**src/rtl/serial_rx_pkg.sv**
```systemverilog
// Shared state encoding and line-level constants for the framed serial receiver.
package serial_rx_pkg;

    typedef enum logic [2:0] {
        IDLE,
        DATA,
        PARITY,
        STOP,
        WAIT_IDLE
    } rx_state_t;

    localparam logic START_BIT  = 1'b0;
    localparam logic STOP_BIT   = 1'b1;
    localparam logic IDLE_LEVEL = 1'b1;

endpackage

```
**src/rtl/sipo_shifter.sv**
```systemverilog
// Right-shift SIPO register: each enabled edge pushes serialIn into the MSB,
// so after WIDTH LSB-first bits the word sits in natural order.
module sipo_shifter #(
    parameter int WIDTH = 4
) (
    input  logic             Clk,
    input  logic             Reset,
    input  logic             shiftEn,
    input  logic             serialIn,
    output logic [WIDTH-1:0] parOut
);

    logic [WIDTH-1:0] r_q;

    always_ff @(posedge Clk or posedge Reset) begin
        if (Reset)
            r_q <= '0;
        else if (shiftEn)
            r_q <= {serialIn, r_q[WIDTH-1:1]};
    end

    assign parOut = r_q;

endmodule

```
**src/rtl/serial_word_rx.sv**
```systemverilog
// Framed serial word receiver: start / WIDTH data bits LSB first / optional even
// parity / stop, sampled on sampleEn, delivered as a word plus one-cycle pulses.
module serial_word_rx
    import serial_rx_pkg::*;
#(
    parameter int WIDTH     = 4,
    parameter int PARITY_EN = 1
) (
    input  logic             Clk,
    input  logic             Reset,
    input  logic             serialIn,
    input  logic             sampleEn,
    output logic [WIDTH-1:0] Out,
    output logic             outValid,
    output logic             parityErr,
    output logic             frameErr,
    output logic             busy
);

    localparam int             CW   = $clog2(WIDTH);
    localparam logic [CW-1:0]  LAST = CW'(WIDTH - 1);

    rx_state_t        r_state;
    logic [CW-1:0]    r_cnt;
    logic             r_par;
    logic [WIDTH-1:0] w_word;
    logic             w_shift_en;

    assign w_shift_en = sampleEn && (r_state == DATA);

    sipo_shifter #(.WIDTH(WIDTH)) u_shift (
        .Clk      (Clk),
        .Reset    (Reset),
        .shiftEn  (w_shift_en),
        .serialIn (serialIn),
        .parOut   (w_word)
    );

    // r_par folds in data bits and the received parity bit; nonzero at stop = parity error
    always_ff @(posedge Clk or posedge Reset) begin
        if (Reset) begin
            r_state   <= IDLE;
            r_cnt     <= '0;
            r_par     <= 1'b0;
            Out       <= '0;
            outValid  <= 1'b0;
            parityErr <= 1'b0;
            frameErr  <= 1'b0;
        end else begin
            outValid  <= 1'b0;
            parityErr <= 1'b0;
            frameErr  <= 1'b0;
            if (sampleEn) begin
                case (r_state)
                    IDLE: begin
                        if (serialIn == START_BIT) begin
                            r_state <= DATA;
                            r_cnt   <= '0;
                            r_par   <= 1'b0;
                        end
                    end
                    DATA: begin
                        r_par <= r_par ^ serialIn;
                        r_cnt <= r_cnt + 1'b1;
                        if (r_cnt == LAST) begin
                            if (PARITY_EN != 0)
                                r_state <= PARITY;
                            else
                                r_state <= STOP;
                        end
                    end
                    PARITY: begin
                        r_par   <= r_par ^ serialIn;
                        r_state <= STOP;
                    end
                    STOP: begin
                        if (serialIn == STOP_BIT) begin
                            Out       <= w_word;
                            outValid  <= 1'b1;
                            parityErr <= (PARITY_EN != 0) && r_par;
                            r_state   <= IDLE;
                        end else begin
                            frameErr  <= 1'b1;
                            r_state   <= WAIT_IDLE;
                        end
                    end
                    WAIT_IDLE: begin
                        if (serialIn == IDLE_LEVEL)
                            r_state <= IDLE;
                    end
                    default: r_state <= IDLE;
                endcase
            end
        end
    end

    assign busy = (r_state != IDLE);

endmodule

```
**config.mk**
```make
export PLATFORM = sky130hd
export DESIGN_NAME = serial_word_rx
export DESIGN_NICKNAME = d
export VERILOG_FILES = /design/src/rtl/serial_rx_pkg.sv /design/src/rtl/sipo_shifter.sv /design/src/rtl/serial_word_rx.sv
export SDC_FILE = /design/constraint.sdc
export NUM_CORES = 1
export LEC_CHECK = 0
export ABC_CLOCK_PERIOD_IN_PS = 2000
export CAP_MARGIN = 20
export CORE_MARGIN = 2
export CORE_UTILIZATION = 50
export DETAILED_ROUTE_END_ITERATION = 8
export GPL_TIMING_DRIVEN = 1
export HOLD_SLACK_MARGIN = 0.1
export PLACE_DENSITY = 0.75
export SETUP_SLACK_MARGIN = 0.05
export SYNTH_ARGS = -nofsm -noshare
export SYNTH_HDL_FRONTEND = slang
export SYNTH_SLANG_ARGS = --single-unit
```
**constraint.sdc**
```tcl
create_clock -name Clk -period 2 [get_ports Clk]
set_input_delay 0.5 -clock Clk [delete_from_list [all_inputs] [get_ports Clk]]
set_output_delay 0.5 -clock Clk [all_outputs]
set_load 0.01 [all_outputs]
```
==> run_results.csv <==
group,metric,value,unit
status,status,"completed",
grt,gr-max-usage-layer,"met1",
grt,overflow,0,
setup_path,max_stage_delay,0.56,ns
yosys,synth_top_area_cell,"dfrtp_1",
placement,portBuffers,11,
clock_network,h-tree-depth,1,
grt,first_global_vias,458,
floorplanning,num_rows,14,
finish,syn2layout_area_growth,25.4,%
floorplanning,core,1470,µm²
sta,rsz0062_at_grt,"no",
clock_network,clk_latency,0.28,ns
grt,grt_pass1_wl,2120,µm
yosys,yosysTopAreaCellShare,55.3,%
clock_network,cts_sinks,17,
sta,setup_viol_count_final,0,
yosys,synth.avg_cell_area,12.8,µm²
finish,diodes,0,
setup_path,critical_path_arrival,2.01,ns
setup_path,worstSetupPathType,"in -> reg",
grt,antenna_found_initial,0,
yosys,ys_types,25,
yosys,netlist_area,769,µm²
sta,skew,0.00138,ns
yosys,async_flop_share,100,%
setup_path,cp.buffers_inverters,2,
yosys,synth_warnings,0,
clock_network,cts_root_buf,"clkbuf_4",
yosys,syn-num-nets,66,
routing,firstDrtPassIters,4,
placement,place_hpwl,1020,µm
clock_network,cts_hold_buf,0,
routing,ant_nets,0,
min_path,hold_class,"reg -> reg",
setup_path,critPathTopFamily,"buffers and inverters",
clock_network,cts_tree,"built",
power,p_per_area,1390,nW/µm²
sta,period_share,92.0,%
yosys,synth-seq-cells,17,
finish,post-route-util,65.6,%
yosys,synth.most_common_cell,"dfrtp_1",
sta,slew_headroom,57.9,%
yosys,synthTopCellsByArea,"dfrtp_1, mux2_4, mux2_2",
routing,drc,0,
routing,vias,508,
floorplanning,start_util,52.3,%
routing,drtIter0Drc,12,
sta,setup_slack,0.161,ns
routing,post_drt_wl_per_cell,13.7,µm
setup_path,endpoint_kind,"flop",
power,p_leak,0.000476,µW
finish,drive_gt1_share,30.0,%
clock_network,path_clk_slew,0.10,ns
sta,drv_slew,0,
sta,max_freq,0.544,GHz
sta,tightest_slew,0.630,ns
clock_network,clockBufferDepth,2,
placement,place.gp.congestion,0.783,
finish,finalNetCount,87,
sta,hold_viol_final,0,
grt,gr-usage-all-layers,15.6,%
grt,grt_use_met1,23.4,%
setup_path,crit_fanout,5,
yosys,synthCells,60,
grt,grtUsageMet3,3.83,%
setup_path,path_cells,"clkdlybuf4s50_1 > clkinv_1 > or3_1 > mux2_4",
yosys,synth_edf_count,0,
grt,grt_max_degree,18,
sta,finalCriticalPeriod,1.84,ns
yosys,dominantRegCellSynth,"dfrtp_1",
power,vdd.ir_drop.worst,0.638,mV
setup_path,critical-path-slowest-cell,"clkdlybuf4s50_1",
placement,dp_slack,-0.134,ns
yosys,synth_common_cells,"dfrtp_1, mux2_2, mux2_4",
sta,setup_tns,0,ns
setup_path,startpoint_type,"input pin",
routing,viasPerCell,5.29,
setup_path,required,2.17,ns
grt,met2_usage,22.7,%
yosys,ys_seq_area_share,55.3,%
floorplanning,ioPinCount,12,
clock_network,cts_made_buffers,3,
routing,totalWireLength,1320,µm
floorplanning,die-area,1870,µm²
run,maxCapViolCount,0,
floorplanning,die_x,43.2,µm
floorplanning,die_h,43.2,µm
-- sequential cells by signal, summed over array words and instances (netlist names) --
signal and count:
Out 4, r_cnt 2, r_par 1, r_state 3, frameErr 1, outValid 1, u_shift.parOut 4, parityErr 1
-- area by class of cell --
| class | count | area [µm²] |
|---|---|---|
| Fill cell | 117 | 507 |
| Sequential cell | 17 | 425 |
| Multi-Input combinational cell | 35 | 304 |
| Timing Repair Buffer | 19 | 169 |
| Clock buffer | 3 | 22.5 |
| Tap cell | 16 | 20.0 |
| Inverter | 5 | 18.8 |
| Clock inverter | 1 | 5.00 |
-- per-stage QoR --
step           hold slack [ns]  instances  instance area (µm²)  total power, µW
4_1_cts                  0.525         96                  965             1350
2_1_floorplan            0.426         60                  769              938
6_report                 0.522         96                  965             1350
3_3_place_gp             0.486         91                  931             1150
5_1_grt                  0.550         96                  965             1440
3_5_place_dp             0.495         91                  931             1180
-- cell families after synthesis --
family | share of synthesized area [%]
multiplexers | 15.1
AND/OR/NAND/NOR | 9.59
buffers and inverters | 5.20
adder cells (fa/ha/maj) | 3.25
AO/OA/AOI/OAI | 11.5
flip-flops | 55.3
-- power by group --
group / internal [µW] / switching (µW) / leakage [µW]
combinational: 354 / 247 / 0.000241
sequential: 480 / 84.8 / 0.000217
clock: 74.1 / 105 / 0.0000177
total: 908 / 437 / 0.000476
-- path summary, 6_finish.rpt --
check / start / end / slack, ns / cells past startpoint
min in group asynchronous: Reset / Out[0] / 0.59 / 2
worst max-delay path: serialIn / Out[0] / 0.16 / 4
max in group asynchronous: Reset / Out[2] / 1.01 / 2
worst min-delay path: r_cnt[1] / r_cnt[1] / 0.52 / 1
worst max register to register: r_state[2] / Out[0] / 0.36 / 4
worst min register to register: r_cnt[1] / r_cnt[1] / 0.52 / 1
-- repair_timing --
item | 4_1_cts | 5_1_grt
endpoints found under the hold margin | 0 | 0
buffers inserted | 1 | 0
endpoints found under the setup margin | 1 | 0
gates resized for setup | 1 | 0
-- layer usage --
| layer | share of wire [%] | routed length (µm) |
|---|---|---|
| met1 | 50 | 652 |
| met2 | 47 | 615 |
| met3 | 3.3 | 44 |
| met4 | 0.23 | 3 |
| met5 | 0 | 0 |
-- placed cells by master (no fill, tap or decap), types with 2 or more instances in the layout --
| cell type | n |
|---|---|
| o31ai_1 | 2 |
| clkbuf_4 | 3 |
| a22o_1 | 2 |
| nand2_1 | 2 |
| buf_4 | 8 |
| mux2_2 | 5 |
| dfrtp_1 | 17 |
| o21ai_0 | 3 |
| clkdlybuf4s50_1 | 10 |
| nor2_1 | 2 |
| inv_1 | 3 |
| nor3_1 | 2 |
| ha_1 | 2 |
| or3_1 | 2 |
| mux2_4 | 4 |
Power figures use the tool's default switching activity.
